--- src/rtl/sda_rx_decoder.sv ---
//-----------------------------------------------------------------------------
// sda_rx_decoder
//
// Receive side of the two-wire scl/sda link. Both lines are synchronised to
// sclk. START/STOP conditions are detected on the synchronised samples, and
// NBITS data bits are shifted in MSB first on scl rising edges. A frame that
// is closed by a valid STOP updates the binary value and the one-hot decode.
// Premature STOPs, repeated STARTs and scl inactivity abort an open frame.
//
// Ports
//   sclk        sampling clock, rising edge
//   rst         asynchronous reset, active low
//   scl, sda    serial link inputs (sda is never driven here)
//   outhigh     one-hot decode of the last valid frame (2**NBITS wide)
//   data_out    binary value of the last valid frame
//   frame_valid one-cycle pulse when outhigh/data_out update
//   frame_err   one-cycle pulse when an open frame is aborted
//   busy        high while a frame is open
//
// state     | meaning
// ----------+--------------------------------------------------------------
// IDLE      | no frame open; waiting for START
// RECV      | START seen; shifting in data bits
// WAIT_STOP | all data bits captured; trailing bits ignored until STOP
//-----------------------------------------------------------------------------
`timescale 1ns/1ps

module sda_rx_decoder #(
  parameter int NBITS       = 4,
  parameter int SYNC_STAGES = 2,
  parameter int TIMEOUT     = 255
) (
  input  logic                  sclk,
  input  logic                  rst,
  input  logic                  scl,
  input  logic                  sda,
  output logic [2**NBITS-1:0]   outhigh,
  output logic [NBITS-1:0]      data_out,
  output logic                  frame_valid,
  output logic                  frame_err,
  output logic                  busy
);

  localparam int OW = 2**NBITS;
  localparam int CW = $clog2(NBITS) + 1;
  localparam int TW = $clog2(TIMEOUT + 1);
  // fewer than two stages would leave the pins metastability-exposed
  localparam int SS = (SYNC_STAGES < 2) ? 2 : SYNC_STAGES;

  typedef enum logic [1:0] {
    IDLE      = 2'd0,
    RECV      = 2'd1,
    WAIT_STOP = 2'd2
  } state_t;

  state_t            state, state_nx;
  logic [SS-1:0]     scl_sync, sda_sync;
  logic              scl_s, sda_s, scl_d, sda_d;
  logic              start_c, stop_c, bit_c, scl_edge;
  logic [CW-1:0]     cnt, cnt_nx;
  logic [NBITS-1:0]  sreg, sreg_nx;
  logic [TW-1:0]     tcnt;
  logic              tc_hit;
  logic              valid_nx, err_nx;

  // Synchronisers and one-cycle-delayed copies; all reset to the idle-bus level.
  always_ff @(posedge sclk or negedge rst) begin
    if (!rst) begin
      scl_sync <= '1;
      sda_sync <= '1;
      scl_d    <= 1'b1;
      sda_d    <= 1'b1;
    end else begin
      scl_sync <= {scl_sync[SS-2:0], scl};
      sda_sync <= {sda_sync[SS-2:0], sda};
      scl_d    <= scl_s;
      sda_d    <= sda_s;
    end
  end

  assign scl_s = scl_sync[SS-1];
  assign sda_s = sda_sync[SS-1];

  // START/STOP need scl high on two consecutive samples, so they can never
  // coincide with a bit strobe, which needs scl_d low.
  assign start_c  = scl_s & scl_d & sda_d & ~sda_s;
  assign stop_c   = scl_s & scl_d & ~sda_d & sda_s;
  assign bit_c    = scl_s & ~scl_d;
  assign scl_edge = scl_s ^ scl_d;

  // Inactivity timer: counts cycles without an scl edge while a frame is open,
  // saturating at TIMEOUT.
  assign tc_hit = (tcnt == TW'(TIMEOUT));

  always_ff @(posedge sclk or negedge rst) begin
    if (!rst) begin
      tcnt <= '0;
    end else if (state == IDLE || scl_edge) begin
      tcnt <= '0;
    end else if (!tc_hit) begin
      tcnt <= tcnt + TW'(1);
    end
  end

  always_comb begin
    state_nx = state;
    cnt_nx   = cnt;
    sreg_nx  = sreg;
    valid_nx = 1'b0;
    err_nx   = 1'b0;
    case (state)
      IDLE: begin
        if (start_c) begin
          state_nx = RECV;
          cnt_nx   = '0;
          sreg_nx  = '0;
        end
      end
      RECV: begin
        if (start_c) begin
          err_nx  = 1'b1;
          cnt_nx  = '0;
          sreg_nx = '0;
        end else if (stop_c) begin
          err_nx   = 1'b1;
          state_nx = IDLE;
        end else if (bit_c) begin
          sreg_nx = {sreg[NBITS-2:0], sda_s};
          cnt_nx  = cnt + CW'(1);
          if (cnt == CW'(NBITS - 1)) begin
            state_nx = WAIT_STOP;
          end
        end else if (tc_hit) begin
          err_nx   = 1'b1;
          state_nx = IDLE;
        end
      end
      WAIT_STOP: begin
        // scl rises here (the transmitter's trailing bit) are deliberately ignored
        if (start_c) begin
          err_nx   = 1'b1;
          state_nx = RECV;
          cnt_nx   = '0;
          sreg_nx  = '0;
        end else if (stop_c) begin
          valid_nx = 1'b1;
          state_nx = IDLE;
        end else if (!bit_c && tc_hit) begin
          err_nx   = 1'b1;
          state_nx = IDLE;
        end
      end
      default: begin
        state_nx = IDLE;
      end
    endcase
  end

  always_ff @(posedge sclk or negedge rst) begin
    if (!rst) begin
      state       <= IDLE;
      cnt         <= '0;
      sreg        <= '0;
      frame_valid <= 1'b0;
      frame_err   <= 1'b0;
      busy        <= 1'b0;
      outhigh     <= '0;
      data_out    <= '0;
    end else begin
      state       <= state_nx;
      cnt         <= cnt_nx;
      sreg        <= sreg_nx;
      frame_valid <= valid_nx;
      frame_err   <= err_nx;
      busy        <= (state_nx != IDLE);
      if (valid_nx) begin
        data_out <= sreg;
        outhigh  <= OW'(1) << sreg;
      end
    end
  end

endmodule

--- config.mk ---
export PLATFORM = sky130hd
export DESIGN_NAME = sda_rx_decoder
export DESIGN_NICKNAME = d
export VERILOG_FILES = /design/src/rtl/sda_rx_decoder.sv
export SDC_FILE = /design/constraint.sdc
export NUM_CORES = 1
export LEC_CHECK = 0
export BUFFER_PORTS_ARGS = -buffer_cell sky130_fd_sc_hd__buf_4
export CAP_MARGIN = 25
export CORE_ASPECT_RATIO = 1.4
export CORE_MARGIN = 4
export CORE_UTILIZATION = 30
export CTS_CLUSTER_SIZE = 10
export DETAILED_ROUTE_END_ITERATION = 12
export PLACE_DENSITY = 0.47
export SLEW_MARGIN = 20
export SYNTH_ARGS = -nofsm -noshare
export SYNTH_HDL_FRONTEND = slang
export SYNTH_SLANG_ARGS = --single-unit
--- constraint.sdc ---
create_clock -name sclk -period 4.1 [get_ports sclk]
set_input_delay 0.82 -clock sclk [delete_from_list [all_inputs] [get_ports sclk]]
set_output_delay 0.82 -clock sclk [all_outputs]
set_load 0.05 [all_outputs]
==> reports/metrics.yaml <==
layout:
  nNetsFinal: 243
  final_area_um2: 2560
  areaGrowthSynthToFinish_pct: 17.5
  antenna_cells: 0
  drive_above_1_share_pct: 20.8
critical_path:
  startpoint_type: "register"
  cp_max_fo: 9
  reg2reg_depth: 5
  crit_arrival_ns: 2.53
  r2r-start: "scl_sync[1]"
  r2r_slack_ns: 1.76
  reg2reg_to: "sreg[0]"
  worst-endpoint-required_ns: 4.29
  crit_path_end_kind: "register"
  critPathKind: "register to register"
yosys:
  synth-seq-area-share_pct: 53.1
  synthCells: 206
  synthTopCellsByCount: "dfrtp_1, nand2_1, nor2_1"
  synth_edf_count: 0
  synth_area_um2: 2180
  yosys.cell_types.count: 45
  synth_top_area_share_pct: 45.9
  mappedNetlistNets: 219
  ys_top_cells_by_area: "dfrtp_1, dfstp_2, nand2_1"
  ys_dominant_reg_cell: "dfrtp_1"
  yosysMostFrequentCell: "dfrtp_1"
  synth_top_area_cell: "dfrtp_1"
  synthArstFlopShare_pct: 100
  yosysWarnings: 0
  syn_avg_cell_area_um2: 10.6
  ys_seq_elements: 46
cts:
  post_cts_resize_count: 0
  clockBufferDepth: 2
  hold_buffers: 0
  path_clk_slew_ns: 0.09
  cts_tree: "yes"
  post_cts_buffers: 0
  cts_inserted_buffers: 5
  clock_sink_count: 46
  htreeDepth: 2
  clk_latency_ns: 0.30
  clockRootBuffer: "clkbuf_8"
timing:
  setup_viol: 0
  max_slew_margin_pct: 61.0
  skew_ns: 0.00232
  tns_ns: 0
  tightest_slew_ns: 0.585
  fin_ws_ns: 1.76
  drv_slew: 0
  period_share_pct: 57.1
  rsz0062_at_grt: "false"
  min_period_ns: 2.34
  max_clock_freq_ghz: 0.427
  hold_viol_final: 0
power_and_ir_drop:
  p_sw_share_pct: 30.3
  switching_power_mw: 0.314
  pwr-share-clk_pct: 30.1
  p_int_mw: 0.721
  leakage_nw: 1.14
  peakVddDrop_v: 0.000173
  combinationalPowerShare_pct: 19.5
  power_density_nw_per_um2: 404
  seqPwrFrac_pct: 50.4
route:
  dr.pass1.iters: 4
  wirelength_mm: 4.57
  drt_iter0_markers: 81
  ant_nets: 0
  drcViolationCount: 0
  routedWlPerCell_um: 14.0
  vias: 1592
  viasPerCell: 4.88
floorplanning:
  rows: 36
  start_util_pct: 31.1
  die_x_um: 80.1
  fp.dieArea_um2: 8720
  fp.dieH_um: 109
  coreArea_um2: 7030
  io_pins: 27
placed_design:
  port_buffers: 26
  hpwl_mm: 3.23
  gp_congestion: 0.804
  placed_cell_area_um2: 2450
  pre_cts_ws_ns: 1.65
global_route:
  grt_pass1_wl_mm: 7.76
  grt_use_met1_pct: 13.0
  grt_antenna_before_repair: 0
  grt_util_met2_pct: 19.6
  grt_pass1_vias: 1622
  grtUsageTotal_pct: 11.4
  grt-busiest-layer: "met2"
  grt-ovfl-total: 0
  grt_max_degree: 47
  use_met3_pct: 2.48
job:
  cap_violations: 0
worst_hold_path:
  hp-start: "sda_sync[0]"
  hold_class: "register to register"
  worstHoldPathCells: 0
  min_to: "sda_sync[1]"
outcome:
  status: "complete, no violations"
per-stage QoR:
step	hold slack, ns	std cells	power, mW	util, %
global route	0.359	326	1.10	36.5
global placement	0.346	318	0.737	34.9
finish	0.358	326	1.04	36.5
floorplan	0.345	206	0.678	-
CTS	0.358	326	1.06	36.4
detailed placement	0.347	318	0.738	34.9
layout make-up:
cell class	instances	area, µm²
clock buffer	7	96.3
clock inverter	1	8.76
fill	753	4460
inverter	10	37.5
multi-input combinational	140	942
sequential	46	1160
tap	95	119
timing repair buffer	27	203
power groups by stage:
stage | Combinational [mW] | Clock [mW] | Sequential (mW)
floorplan | 0.146 | 0 | 0.531
global placement | 0.206 | 0 | 0.531
detailed placement | 0.206 | 0 | 0.532
CTS | 0.207 | 0.330 | 0.523
global route | 0.226 | 0.344 | 0.529
finish | 0.201 | 0.312 | 0.522
metal layers:
metal	routed length, µm	vias to the layer above	share of wire (%)
li1	-	772	-
met1	1900	766	42
met2	2320	37	51
met3	164	17	3.6
met4	177	0	3.9
met5	0	-	0
critical path, stage by stage (launching register included):
cell	delay (ns)
dfstp_2	0.55
ha_1	0.34
and3b_1	0.39
o21ai_4	0.09
a221oi_4	0.52
mux2_4	0.35
cells by family after synthesis:
family / Yosys count / share of synthesized area [%]
adders and majority gates: 9 / 5.16
muxes: 8 / 4.42
AOI/OAI and AO/OA: 45 / 15.6
and+or+nand+nor: 74 / 16.2
buffers and inverters: 20 / 3.96
DFF: 46 / 53.1
xor gates and xnor gates: 4 / 1.61
sequential cells by signal, indices dropped and copies added (netlist names):
register,count
busy,1
cnt,3
data_out,4
frame_err,1
frame_valid,1
outhigh,16
scl_d,1
scl_sync,2
sda_d,1
sda_sync,2
sreg,4
state,2
tcnt,8
worst max path at each step:
| stage | start | cells after the start | to |
|---|---|---|---|
| 2_1_floorplan | scl_sync[1] | 7 | sreg[0] |
| 3_3_place_gp | scl_sync[1] | 4 | outhigh[9] |
| 3_5_place_dp | scl_sync[1] | 4 | outhigh[14] |
| 4_1_cts | scl_sync[1] | 4 | outhigh[14] |
| 5_1_grt | scl_sync[1] | 5 | sreg[0] |
| 6_report | scl_sync[1] | 5 | sreg[0] |
layout by cell type, fill, tap and decap left out, types with 2 or more instances in the layout:
cell	count
dfstp_2	6
dfrtp_1	40
nand3_1	4
nand3b_1	2
inv_1	10
nand2b_1	2
o41ai_1	6
a31oi_1	2
mux2_4	3
a21oi_1	5
a211oi_1	2
and2b_1	2
xnor2_1	2
ha_1	9
nor3_1	2
o31ai_1	10
mux2i_1	4
o211ai_1	2
clkbuf_8	7
buf_4	27
o21ai_0	10
or3_1	2
nor3b_1	2
nand2_1	35
nor2_1	13
xor2_1	2
Note: power is estimated with default switching activity, not from simulation.
